==> config.mk <==
export PLATFORM = sky130hd
export DESIGN_NAME = sram_sdp_be_flat
export DESIGN_NICKNAME = d
export VERILOG_FILES = /design/src/rtl/sram_sdp_be_if.sv /design/src/rtl/sram_sdp_be.sv /design/src/flat_wrapper.sv
export SDC_FILE = /design/constraint.sdc
export NUM_CORES = 1
export LEC_CHECK = 0
export BUFFER_PORTS_ARGS = -buffer_cell sky130_fd_sc_hd__buf_2
export CAP_MARGIN = 20
export CORE_MARGIN = 3
export CORE_UTILIZATION = 45
export CTS_BUF_LIST = sky130_fd_sc_hd__clkbuf_8
export DETAILED_ROUTE_END_ITERATION = 8
export MAX_ROUTING_LAYER = met4
export PLACE_DENSITY = 0.62
export SETUP_SLACK_MARGIN = 0.15
export SYNTH_ARGS = -nofsm -noshare
export SYNTH_HDL_FRONTEND = slang
export SYNTH_SLANG_ARGS = --single-unit
==> constraint.sdc <==
create_clock -name i_clk -period 3.4 [get_ports i_clk]
set_input_delay 0.34 -clock i_clk [delete_from_list [all_inputs] [get_ports i_clk]]
set_output_delay 0.34 -clock i_clk [all_outputs]
set_load 0.05 [all_outputs]
==> src/rtl/sram_sdp_be_if.sv <==
// Request/response bundle for sram_sdp_be: one write port, one read port, clear pulse.
// master = requester side, slave = memory side.
interface sram_sdp_be_if #(
   parameter int ADDR_WIDTH = 5,
   parameter int DATA_WIDTH = 32
);
   localparam int NUM_BE = DATA_WIDTH / 8;

   logic                  i_clear;
   logic                  o_ready;
   logic                  i_wr_en;
   logic [ADDR_WIDTH-1:0] i_wr_addr;
   logic [DATA_WIDTH-1:0] i_wr_data;
   logic [NUM_BE-1:0]     i_wr_be;
   logic                  i_par_inj;
   logic                  i_rd_en;
   logic [ADDR_WIDTH-1:0] i_rd_addr;
   logic [DATA_WIDTH-1:0] o_rd_data;
   logic                  o_rd_valid;
   logic                  o_par_err;

   modport master (
      output i_clear, i_wr_en, i_wr_addr, i_wr_data, i_wr_be, i_par_inj, i_rd_en, i_rd_addr,
      input  o_ready, o_rd_data, o_rd_valid, o_par_err
   );

   modport slave (
      input  i_clear, i_wr_en, i_wr_addr, i_wr_data, i_wr_be, i_par_inj, i_rd_en, i_rd_addr,
      output o_ready, o_rd_data, o_rd_valid, o_par_err
   );
endinterface

==> src/rtl/sram_sdp_be.sv <==
// Simple-dual-port SRAM with byte enables, write-first collision bypass and a clear sweep.
// Optional per-byte even parity when SRAM_PARITY_EN is defined.
module sram_sdp_be #(
   parameter int ADDR_WIDTH = 5,
   parameter int DATA_WIDTH = 32,
   parameter int DEPTH      = 32
) (
   input  logic           i_clk,
   input  logic           i_rst_n,
   sram_sdp_be_if.slave   bus
);
   localparam int NUM_BE = DATA_WIDTH / 8;
   localparam int CNT_W  = (DEPTH > 1) ? $clog2(DEPTH) : 1;

   typedef enum logic {ST_INIT, ST_RUN} state_t;

   state_t             state, state_nxt;
   logic [CNT_W-1:0]   clr_cnt, clr_cnt_nxt;
   logic               run;

   logic [DATA_WIDTH-1:0] mem [DEPTH];

   logic               wr_in, rd_in, wr_ok, rd_ok, hit;
   logic [CNT_W-1:0]   wr_idx, rd_idx;
   logic [DATA_WIDTH-1:0] rd_word;
   logic [DATA_WIDTH-1:0] rd_data_q;
   logic               rd_valid_q;

   // ---------------- FSM ----------------
   always_ff @(posedge i_clk or negedge i_rst_n) begin
      if (!i_rst_n) begin
         state   <= ST_INIT;
         clr_cnt <= '0;
      end else begin
         state   <= state_nxt;
         clr_cnt <= clr_cnt_nxt;
      end
   end

   always_comb begin
      state_nxt   = state;
      clr_cnt_nxt = clr_cnt;
      run         = 1'b0;
      case (state)
         ST_INIT: begin
            if (bus.i_clear)
               clr_cnt_nxt = '0;
            else if (clr_cnt == CNT_W'(DEPTH - 1)) begin
               state_nxt   = ST_RUN;
               clr_cnt_nxt = '0;
            end else
               clr_cnt_nxt = clr_cnt + 1'b1;
         end
         ST_RUN: begin
            run = 1'b1;
            if (bus.i_clear) begin
               state_nxt   = ST_INIT;
               clr_cnt_nxt = '0;
            end
         end
      endcase
   end

   assign bus.o_ready = run;

   // ---------------- address decode ----------------
   assign wr_in  = {1'b0, bus.i_wr_addr} < (ADDR_WIDTH + 1)'(DEPTH);
   assign rd_in  = {1'b0, bus.i_rd_addr} < (ADDR_WIDTH + 1)'(DEPTH);
   assign wr_idx = bus.i_wr_addr[CNT_W-1:0];
   assign rd_idx = bus.i_rd_addr[CNT_W-1:0];
   assign wr_ok  = run && bus.i_wr_en && wr_in;
   assign rd_ok  = run && bus.i_rd_en;
   assign hit    = wr_ok && (bus.i_wr_addr == bus.i_rd_addr);

   // Array has no reset; INIT sweeps one word per cycle instead.
   always_ff @(posedge i_clk) begin
      if (!run)
         mem[clr_cnt] <= '0;
      else if (wr_ok)
         for (int k = 0; k < NUM_BE; k++)
            if (bus.i_wr_be[k]) mem[wr_idx][8*k +: 8] <= bus.i_wr_data[8*k +: 8];
   end

   // Write-first merge: freshly written lanes override the stored word.
   always_comb begin
      rd_word = mem[rd_idx];
      for (int k = 0; k < NUM_BE; k++)
         if (hit && bus.i_wr_be[k]) rd_word[8*k +: 8] = bus.i_wr_data[8*k +: 8];
   end

   always_ff @(posedge i_clk or negedge i_rst_n) begin
      if (!i_rst_n) begin
         rd_data_q  <= '0;
         rd_valid_q <= 1'b0;
      end else begin
         rd_valid_q <= rd_ok;
         if (rd_ok) rd_data_q <= rd_in ? rd_word : '0;
      end
   end

   assign bus.o_rd_data  = rd_data_q;
   assign bus.o_rd_valid = rd_valid_q;

`ifdef SRAM_PARITY_EN
   logic [NUM_BE-1:0] par_mem [DEPTH];
   logic [NUM_BE-1:0] wr_par, rd_par, rd_calc;
   logic              par_err_q;

   always_comb begin
      for (int k = 0; k < NUM_BE; k++)
         wr_par[k] = (^bus.i_wr_data[8*k +: 8]) ^ bus.i_par_inj;
   end

   always_ff @(posedge i_clk) begin
      if (!run)
         par_mem[clr_cnt] <= '0;
      else if (wr_ok)
         for (int k = 0; k < NUM_BE; k++)
            if (bus.i_wr_be[k]) par_mem[wr_idx][k] <= wr_par[k];
   end

   // Bypassed lanes carry clean parity so injection only shows up on a later read.
   always_comb begin
      rd_par = par_mem[rd_idx];
      for (int k = 0; k < NUM_BE; k++) begin
         rd_calc[k] = ^rd_word[8*k +: 8];
         if (hit && bus.i_wr_be[k]) rd_par[k] = rd_calc[k];
      end
   end

   always_ff @(posedge i_clk or negedge i_rst_n) begin
      if (!i_rst_n) par_err_q <= 1'b0;
      else          par_err_q <= rd_ok && rd_in && |(rd_calc ^ rd_par);
   end

   assign bus.o_par_err = par_err_q;
`else
   logic unused_par;
   assign unused_par    = bus.i_par_inj;
   assign bus.o_par_err = 1'b0;
`endif

endmodule

==> src/flat_wrapper.sv <==
// flat-port wrapper written by rule: the top's interface ports become plain ports
module sram_sdp_be_flat 
#(
   parameter int ADDR_WIDTH = 5,
   parameter int DATA_WIDTH = 32,
   parameter int DEPTH      = 32
)
  (i_clk, i_rst_n, bus_i_clear, bus_i_wr_en, bus_i_wr_addr, bus_i_wr_data, bus_i_wr_be, bus_i_par_inj, bus_i_rd_en, bus_i_rd_addr, bus_o_ready, bus_o_rd_data, bus_o_rd_valid, bus_o_par_err);
  sram_sdp_be_if #(.ADDR_WIDTH(ADDR_WIDTH), .DATA_WIDTH(DATA_WIDTH)) bus_i ();
  input  logic i_clk;
  input  logic i_rst_n;
  input wire logic [$bits(bus_i.i_clear)-1:0] bus_i_clear;
  input wire logic [$bits(bus_i.i_wr_en)-1:0] bus_i_wr_en;
  input wire logic [$bits(bus_i.i_wr_addr)-1:0] bus_i_wr_addr;
  input wire logic [$bits(bus_i.i_wr_data)-1:0] bus_i_wr_data;
  input wire logic [$bits(bus_i.i_wr_be)-1:0] bus_i_wr_be;
  input wire logic [$bits(bus_i.i_par_inj)-1:0] bus_i_par_inj;
  input wire logic [$bits(bus_i.i_rd_en)-1:0] bus_i_rd_en;
  input wire logic [$bits(bus_i.i_rd_addr)-1:0] bus_i_rd_addr;
  output wire logic [$bits(bus_i.o_ready)-1:0] bus_o_ready;
  output wire logic [$bits(bus_i.o_rd_data)-1:0] bus_o_rd_data;
  output wire logic [$bits(bus_i.o_rd_valid)-1:0] bus_o_rd_valid;
  output wire logic [$bits(bus_i.o_par_err)-1:0] bus_o_par_err;
  assign bus_i.i_clear = bus_i_clear;
  assign bus_i.i_wr_en = bus_i_wr_en;
  assign bus_i.i_wr_addr = bus_i_wr_addr;
  assign bus_i.i_wr_data = bus_i_wr_data;
  assign bus_i.i_wr_be = bus_i_wr_be;
  assign bus_i.i_par_inj = bus_i_par_inj;
  assign bus_i.i_rd_en = bus_i_rd_en;
  assign bus_i.i_rd_addr = bus_i_rd_addr;
  assign bus_o_ready = bus_i.o_ready;
  assign bus_o_rd_data = bus_i.o_rd_data;
  assign bus_o_rd_valid = bus_i.o_rd_valid;
  assign bus_o_par_err = bus_i.o_par_err;
  sram_sdp_be #(.ADDR_WIDTH(ADDR_WIDTH), .DATA_WIDTH(DATA_WIDTH), .DEPTH(DEPTH)) u_core (.i_clk(i_clk), .i_rst_n(i_rst_n), .bus(bus_i));
endmodule
## Yosys cells after proc, flatten, opt, wreduce, memory -nomap -nowiden

Memory sizes are Yosys's and may differ from the RTL's. A register that Yosys moved wholly into a read port is not among the register bits.
Index checks and enable logic that the tools add are counted.

- Register bits: 7
- Bits in latches: 0
- Bits in writable memories: 1,024
- Memory bits (read-only): 0
- Word-level logic and storage cells: 41
- Memories kept: 1

Memory list:

| name | depth | bits a word | read ports | clocked after Yosys merged registers in | write ports | line | text |
|---|---|---|---|---|---|---|---|
| u_core.mem | 32 | 32 | 1 | 1 | 1 | sram_sdp_be.sv:21 | `logic [DATA_WIDTH-1:0] mem [DEPTH];` |

- $add $sub $neg: 1
- Multipliers: 0
- Divide/modulo/power cells: 0
- Magnitude comparators: 0
- Equality and inequality tests: 2
- Shifts and indexed selects: 0
- Muxes and demuxes: 29
- Bitwise gates (word level): 1
- Reduce and logical (&&, ||, !) cells: 4

Operator list:

| operator | number |
|---|---|
| 2-to-1 mux 32 bit | 1 |
| OR reduction 32 bit | 1 |
| 2-to-1 mux 1 bit | 21 |
| 2-to-1 mux 5 bit | 4 |
| case mux 5 bit (2 select lines) | 1 |
| adder 5 x 1 -> 5 bit, second input constant | 1 |
| equality test 5 bit, second input constant | 1 |
| 2-to-1 mux 4 bit | 1 |
| logical AND 1 bit | 2 |
| != test 2 bit, second input constant | 1 |
| case mux 1 bit (2 select lines) | 1 |
| zero test 1 bit | 1 |
| inverter 1 bit | 1 |

## Longest topological paths before layout

Gate-level depths: netlist (run 1).

- Depth after elaboration: 7
- Gate-level depth with buffers: 10
- Depth with buffers taken out: 6

## Worst setup path after synthesis (run 1)

OpenSTA, ideal clock, no wires.

- Kind: register to register
- Start: register u_core.state
- End: memory u_core.mem[10][0], enable pin
- Library setup time: 0.383 ns
- Data arrival time: 2.597 ns
- Setup slack: 0.420 ns
- Stages on the path, launching flop included: 9
- Buffers on the path: 3
- Path through: dfrtp_1 > and2_1 > clkbuf_1 > nand2_4 > clkbuf_1 > nor3b_1 > a31oi_1 > clkbuf_1 > nor3_1

- Word-level cells in the longest chain between the ends: 7
- Elaborated cells on any way between the ends: 18
- Those cells by class: mux: 16; reduce/logical: 2

Ends and longest elaborated chain:

| item | line | text |
|---|---|---|
| from (decl) | sram_sdp_be.sv:17 | `state_t state, state_nxt;` |
| from (signal assigned) | sram_sdp_be.sv:35 | `state <= state_nxt;` |
| 2-to-1 mux 1 bit (*) | sram_sdp_be.sv:44 | `case (state)` |
| logical AND 1 bit | sram_sdp_be.sv:71 | `assign wr_ok = run && bus.i_wr_en && wr_in;` |
| 2-to-1 mux 1 bit | sram_sdp_be.sv:79 | `else if (wr_ok)` |
| 2-to-1 mux 1 bit | sram_sdp_be.sv:77 | `if (!run)` |
| 2-to-1 mux 1 bit (not written as such) | sram_sdp_be.sv:81 | `if (bus.i_wr_be[k]) mem[wr_idx][8*k +: 8] <= bus.i_wr_data[8*k +: 8];` |
| OR reduction 32 bit (no line) | - |  |
| 2-to-1 mux 5 bit (no line) / 2-to-1 mux 4 bit (equally long branches) | - |  |
| to (decl) | sram_sdp_be.sv:21 |  |

Mark *: on every way between the ends. The rest lies on a longest branch, timed or not.

## Final worst setup path (run 1)

- Start: register u_core.state
- End: memory u_core.mem[26][30], enable pin

The elaborated chain is that of the path after synthesis.

==> results of run 1 <==
worst max-delay path: cells and delay by family (launching register included):
| kind | cells | cell delay [ns] |
|---|---|---|
| simple gates | 4 | 1.57 |
| buf+inv | 1 | 0.24 |
| compound gates | 1 | 0.16 |
| flops | 1 | 0.59 |
layout by cell type, fill, tap and decap left out, types with 8 or more instances in the layout:
cell type  count
mux4_2       128
nand3_1       65
a21oi_1       35
buf_2         82
nand2_1       37
nor2_1        46
clkinv_2      16
clkinv_1      26
or2_2          9
buf_12        10
dfrtp_1       39
a22oi_1      192
edfxtp_1    1024
buf_4        224
nand4_1       34
inv_1         80
and3b_1       33
nor3_1        96
and3_1        35
o31ai_1       24
clkbuf_8     174
o31ai_2        8
mux2i_1      260
power groups by stage:
stage | sequential [mW] | combinational, mW | clock, mW
after floorplan | 14.8 | 0.821 | 0
after global placement | 14.7 | 1.51 | 0
after detailed placement | 14.7 | 1.54 | 0
after CTS | 14.4 | 1.54 | 10.3
after global routing | 14.4 | 1.63 | 11.0
final | 14.4 | 1.54 | 10.1
kinds of logic after synthesis:
family          count (synthesis)  share of synthesized area, %
compound gates                286                          5.00
fa+ha+maj                       2                        0.0592
flops                        1063                          75.1
simple gates                  393                          5.16
buf+inv                       172                          1.71
mux                           388                          13.0
other cells                     1                       0.00887
state kept, by name (all words and copies together), names as in the netlist:
name / cells
u_core.mem: 1024
u_core.state: 1
u_core.bus.o_rd_data: 32
u_core.bus.o_rd_valid: 1
u_core.clr_cnt: 5
what timing repair did:
item	4_1_cts	5_1_grt
setup buffers	0	0
hold endpoints to repair	23	0
hold buffers	2	0
layer usage:
metal	global-route usage (%)	share of wire (%)	up-vias	wire, um
met5	-	0	-	0
met4	6.68	2.2	0	2380
met3	5.00	7.9	171	8410
met2	34.0	48	968	50600
met1	30.4	42	12100	44400
li1	-	-	10100	-
worst max-delay path by stage:
| stage | from | endpoint | slack (ns) | cells past startpoint |
|---|---|---|---|---|
| floorplan | u_core.state | u_core.mem[10][0] | 0.42 | 8 |
| global placement | bus_i_wr_be[2] | u_core.mem[12][8] | 0.23 | 8 |
| detailed placement | bus_i_wr_be[2] | u_core.mem[12][8] | 0.27 | 8 |
| CTS | u_core.state | u_core.mem[13][19] | 0.45 | 8 |
| global route | u_core.state | u_core.mem[26][26] | 0.23 | 6 |
| finish | u_core.state | u_core.mem[26][30] | 0.42 | 6 |
layout make-up:
| type | count | area, um^2 | share of cell area (%) |
|---|---|---|---|
| antenna | 3 | 7.51 | 0.0154 |
| clock buffer | 174 | 2390 | 4.91 |
| clock inverter | 136 | 748 | 1.54 |
| inverter | 4 | 15.0 | 0.0308 |
| multi-input combinational | 1070 | 9950 | 20.4 |
| sequential | 1063 | 31700 | 65.1 |
| tap | 1243 | 1560 | 3.19 |
| timing repair buffer | 320 | 2340 | 4.80 |
stage by stage:
| stage | instance area, um^2 | worst slack [ns] |
|---|---|---|
| 6_report | 48700 | 0.420 |
| 5_1_grt | 48700 | 0.233 |
| 4_1_cts | 48700 | 0.449 |
| 3_5_place_dp | 45600 | 0.265 |
| 3_3_place_gp | 45600 | 0.231 |
| 2_1_floorplan | 42300 | 0.420 |
==> key figures, run 1 <==
Outcome
  – Outcome: finished, final reports clean

Synth
  – Area leader, netlist: edfxtp_1
  – Synth warn: 0
  – Sequential share of the synthesized area: 75.1%
  – FF+latch count, synth: 1063
  – Unique cell type count in the Yosys netlist: 45
  – Post-synth EDFFs: 1024
  – Most frequent cell after synthesis: edfxtp_1
  – Most instantiated cells after synthesis: edfxtp_1, mux2i_1, a22oi_1
  – Synth Area per Inst: 18.3 um^2
  – FFs w/ async S/R, synth: 3.67%
  – Ranking of synthesized cells by area: edfxtp_1, mux4_2, mux2i_1
  – Mapped Nets: 2359
  – Cells after Synth: 2305
  – Synth Cell Area: 42300 um^2
  – Most common flop cell mapped by yosys: edfxtp_1
  – Top-area cell type share of the netlist area: 72.8%

STA
  – RSZ-0062 raised after global routing: false
  – Slew HR: 26.7%
  – Final setup TNS: 0 ns
  – Worst-Margin Slew: 1.10 ns
  – Final Hold Viols: 0
  – Fmax: 336 MHz
  – Hold Worst Slack: 0.0932 ns
  – Max-slew violations: 0
  – Final min period: 2.98 ns
  – Final Skew: 0.0450 ns
  – Final setup vio count: 0
  – Crit share post-route: 87.6%

Hold path
  – Worst hold path class: in -> async

Critical path
  – CP cell instances: nand2_1 > nor2_1 > buf_4 > a31oi_1 > or2_2 > nor2_1
  – CP peak stage delay: 0.67 ns
  – Startpoint types: flip-flop
  – Crit path max-delay cell type: nor2_1
  – Crit path top cell by count: nor2_1
  – Beginning of the worst register-to-register path: u_core.state
  – Flop2flop setup slack: 0.42 ns
  – Cells on worst reg2reg path: 6
  – CP Class: reg -> reg
  – CP Capture Type: flip-flop
  – Largest fanout on the critical path: 10
  – Worst EP arrival: 3.39 ns
  – R2R Path End: u_core.mem[26][30]
  – Critical path required time: 3.81 ns

Power
  – Leakage Power: 18.6 nW
  – Sw frac: 23.2%
  – Sequential Power Share: 55.4%
  – Power share of the combinational group: 5.9%
  – Power Density: 534 nW/um^2
  – Pint: 20.0 mW
  – P_sw: 6.05 mW
  – Max VDD drop: 0.000374 V
  – Final Power: 26.0 mW
  – Clock network fraction of design power: 38.7%

Floorplan
  – IO Count: 87
  – FP Rows: 111
  – Initial Util: 45.8%
  – Die Height: 312 um
  – Die area: 97600 um^2
  – Floorplan Core Area: 92400 um^2
  – Die Wd: 312 um

Placement
  – Placed cells: 3698
  – Routability Congestion: 0.859
  – # port buffers: 84
  – HPWL reported at the end of detailed placement: 68700 um

Clock tree
  – CTS tree: built
  – Inserted Clock Buffers: 169
  – Clock root cell: clkbuf_8
  – CTS resizes: 0
  – CTS H-tree depth: 4
  – CTS sink cnt: 1063
  – Max clock buf depth: 3
  – Clk Latency, worst-skew pair: 0.82 ns
  – CTS clk-pin slew, worst paths: 0.06 ns

Final layout
  – Fillers: 7350
  – Nets@finish: 2682
  – Layout cells sized above 1: 25.2%
  – Post-layout util: 52.8%
  – P&R area growth vs syn: 15.3%
  – Final std cells w/o fill: 4013

GRT
  – Initial antenna violation count: 8
  – Largest net degree at the start of global routing: 66
  – All-layer global routing usage: 22.3%
  – Global-route wire length before repair: 156000 um
  – Grt total ovfl: 0
  – Vias in the first global route: 23800

Drt
  – DRT Wirelength: 106000 um
  – ANT nets after route: 0
  – DRC Markers: 0
  – First DRT Iteration DRCs: 2378
  – Routed vias: 23300
  – Avg Vias per Cell: 5.82
  – Drt wl/cell: 26.4 um
  – DR pass1 iterations: 5

Run
  – MaxCap Viol Count: 0
(Power assumes the default switching activity.)
==> run 2, diff against run 1 <==
- CELL_PAD_IN_SITES_DETAIL_PLACEMENT: not set -> 0
- CELL_PAD_IN_SITES_GLOBAL_PLACEMENT: not set -> 1
- PLACE_DENSITY: 0.62 -> 0.69
==> run 2 against run 1 <==
  * Non-clock buffer count rose by 5
  * Die area did not move
  * Via count fell by 0.54%
  * Sequential share of layout area barely moved
  * Combinational power barely moved
  * Critical path type unchanged
  * Largest cell class unchanged
  * Largest power group unchanged
==> key figures, run 2 (synthesis gave the netlist of run 1 again) <==
Critical path
  – Worst Setup SP: u_core.state
  – CP Class: reg -> reg
  – Beginning of the worst register-to-register path: u_core.state
  – Worst EP arrival: 3.54 ns
  – Crit path max-delay cell type: nor2_1
  – CP peak stage delay: 0.72 ns
  – Critical path required time: 3.82 ns
  – Crit path top cell by count: buf_4
  – CP cell instances: buf_4 > and2_1 > nand2_4 > buf_4 > nor3b_1 > a31oi_4 > or2_2 > nor2_1
  – Startpoint types: flip-flop
  – Delay-heaviest family, CP: simple AND/OR/NAND/NOR gates
  – CP Capture Type: flip-flop
  – Largest fanout on the critical path: 14
  – CP bufs+invs: 2

Power
  – P_sw: 6.00 mW
  – Leakage Power: 18.5 nW
  – Sequential Power Share: 55.7%
  – Power Density: 531 nW/um^2
  – Clock network fraction of design power: 38.3%
  – Max VDD drop: 0.000392 V
  – Power share of the combinational group: 5.9%
  – Pint: 19.9 mW
  – Sw frac: 23.2%

Clock tree
  – CTS tree: built
  – Clk Latency, worst-skew pair: 0.83 ns
  – Max clock buf depth: 3
  – CTS H-tree depth: 4
  – CTS clk-pin slew, worst paths: 0.06 ns
  – CTS sink cnt: 1063
  – Hold buffers post-CTS: 2
  – Postcts setup bufs: 0
  – CTS resizes: 0
  – Inserted Clock Buffers: 171
  – Clock root cell: clkbuf_8

GRT
  – Initial antenna violation count: 10
  – All-layer global routing usage: 22.5%
  – Most Crowded Layer GR: met2
  – Met1 usage: 31.3%
  – GR Layer Usage met2: 34.2%
  – Vias in the first global route: 23600
  – Grt total ovfl: 0
  – Met3 Usage GRT: 4.34%
  – Global-route wire length before repair: 157000 um
  – Largest net degree at the start of global routing: 66

Drt
  – DRT Wirelength: 107000 um
  – ANT nets after route: 0
  – Avg Vias per Cell: 5.78
  – DRC Markers: 0
  – Routed vias: 23200
  – First DRT Iteration DRCs: 2262
  – DR pass1 iterations: 5
  – Drt wl/cell: 26.6 um

STA
  – Crit share post-route: 91.9%
  – Max-slew violations: 0
  – Worst setup margin: 0.275 ns
  – Fmax: 320 MHz
  – Slew HR: 26.7%
  – Final setup TNS: 0 ns
  – Final Skew: 0.0266 ns
  – Worst-Margin Slew: 1.10 ns
  – Final Hold Viols: 0
  – RSZ-0062 raised after global routing: false
  – Final min period: 3.12 ns
  – Final setup vio count: 0

Final layout
  – Post-route cell area: 48800 um^2
  – Number of flip-flops in the largest register: 1024
  – Most flops, register: u_core.mem
  – Most frequent cells in the layout: edfxtp_1, mux2i_1, buf_4
  – Commonest non-fill, non-tap cell in the layout: edfxtp_1
  – P&R area growth vs syn: 15.4%
  – Layout cells sized above 1: 25.3%
  – Nets@finish: 2689

Floorplan
  – Die Height: 312 um
  – FP Rows: 111
  – IO Count: 87
  – Die area: 97600 um^2
  – Initial Util: 45.8%
  – Floorplan Core Area: 92400 um^2
  – Die Wd: 312 um

Placement
  – Post-place setup slack: 0.114 ns
  – Area post-placement: 45600 um^2
  – HPWL reported at the end of detailed placement: 69200 um
  – # port buffers: 84
  – Routability Congestion: 0.861

Run
  – MaxCap Viol Count: 0

Outcome
  – Outcome: finished, final reports clean

Hold path
  – Worst hold path class: in -> async
## run 2: cell count changes in the layout (fill, tap and decap cells not counted), sizes merged
cell,delta
inv,-16
buf,+5
clkinvlp,+2
diode,+2
clkinv,+4
clkbuf,+8
bufinv,-3
## run 2: per-layer routing
| layer | vias to the layer above | wire length, um | share of wire, % |
|---|---|---|---|
| met5 | - | 0 | 0 |
| met4 | 0 | 2250 | 2.1 |
| met3 | 163 | 7830 | 7.3 |
| met2 | 926 | 50400 | 47 |
| met1 | 12000 | 46200 | 43 |
| li1 | 10100 | - | - |
## run 2: worst reg2reg max path, delay by kind of cell (launching register included)
family | cells | cell delay (ns)
buffers and inverters | 2 | 0.43
AND/OR/NAND/NOR | 5 | 1.88
AO/OA/AOI/OAI | 1 | 0.08
flip-flops | 1 | 0.35
## run 2: power by group through the flow
stage	Clock [mW]	Combinational, mW	Sequential (mW)
after floorplan	0	0.821	14.8
after global placement	0	1.52	14.7
after detailed placement	0	1.54	14.7
after CTS	10.1	1.54	14.4
after global routing	10.8	1.63	14.4
final	9.92	1.54	14.4
## run 2: cell type report
| class | count | area (um^2) |
|---|---|---|
| Multi-Input combinational cell | 1070 | 9950 |
| Antenna cell | 5 | 12.5 |
| Tap cell | 1243 | 1560 |
| Inverter | 4 | 15.0 |
| Sequential cell | 1063 | 31700 |
| Clock buffer | 182 | 2500 |
| Fill cell | 7287 | 43600 |
| Clock inverter | 123 | 568 |
| Timing Repair Buffer | 325 | 2420 |
## run 2: final timing paths
path                                             to  slack, ns  depth (start not counted)
min in group i_clk               u_core.mem[21][19]       0.19                          2
hold / removal                    u_core.clr_cnt[0]       0.14                          2
max in group asynchronous  u_core.bus.o_rd_data[20]       2.47                          3
setup / recovery                  u_core.mem[26][2]       0.28                          8
setup reg to reg                  u_core.mem[26][2]       0.28                          8
hold reg to reg             u_core.bus.o_rd_data[8]       0.48                          2
## run 2: stage by stage
step / hold WS, ns / cells / util (%) / total power [mW]
finish: 0.143 / 4015 / 52.8 / 25.9
global route: 0.168 / 4015 / 52.8 / 26.8
CTS: 0.0881 / 4008 / 52.7 / 26.1
detailed placement: 0.461 / 3701 / 49.4 / 16.2
global placement: 0.435 / 3699 / 49.3 / 16.2
floorplan: 0.0444 / 2305 / - / 15.6
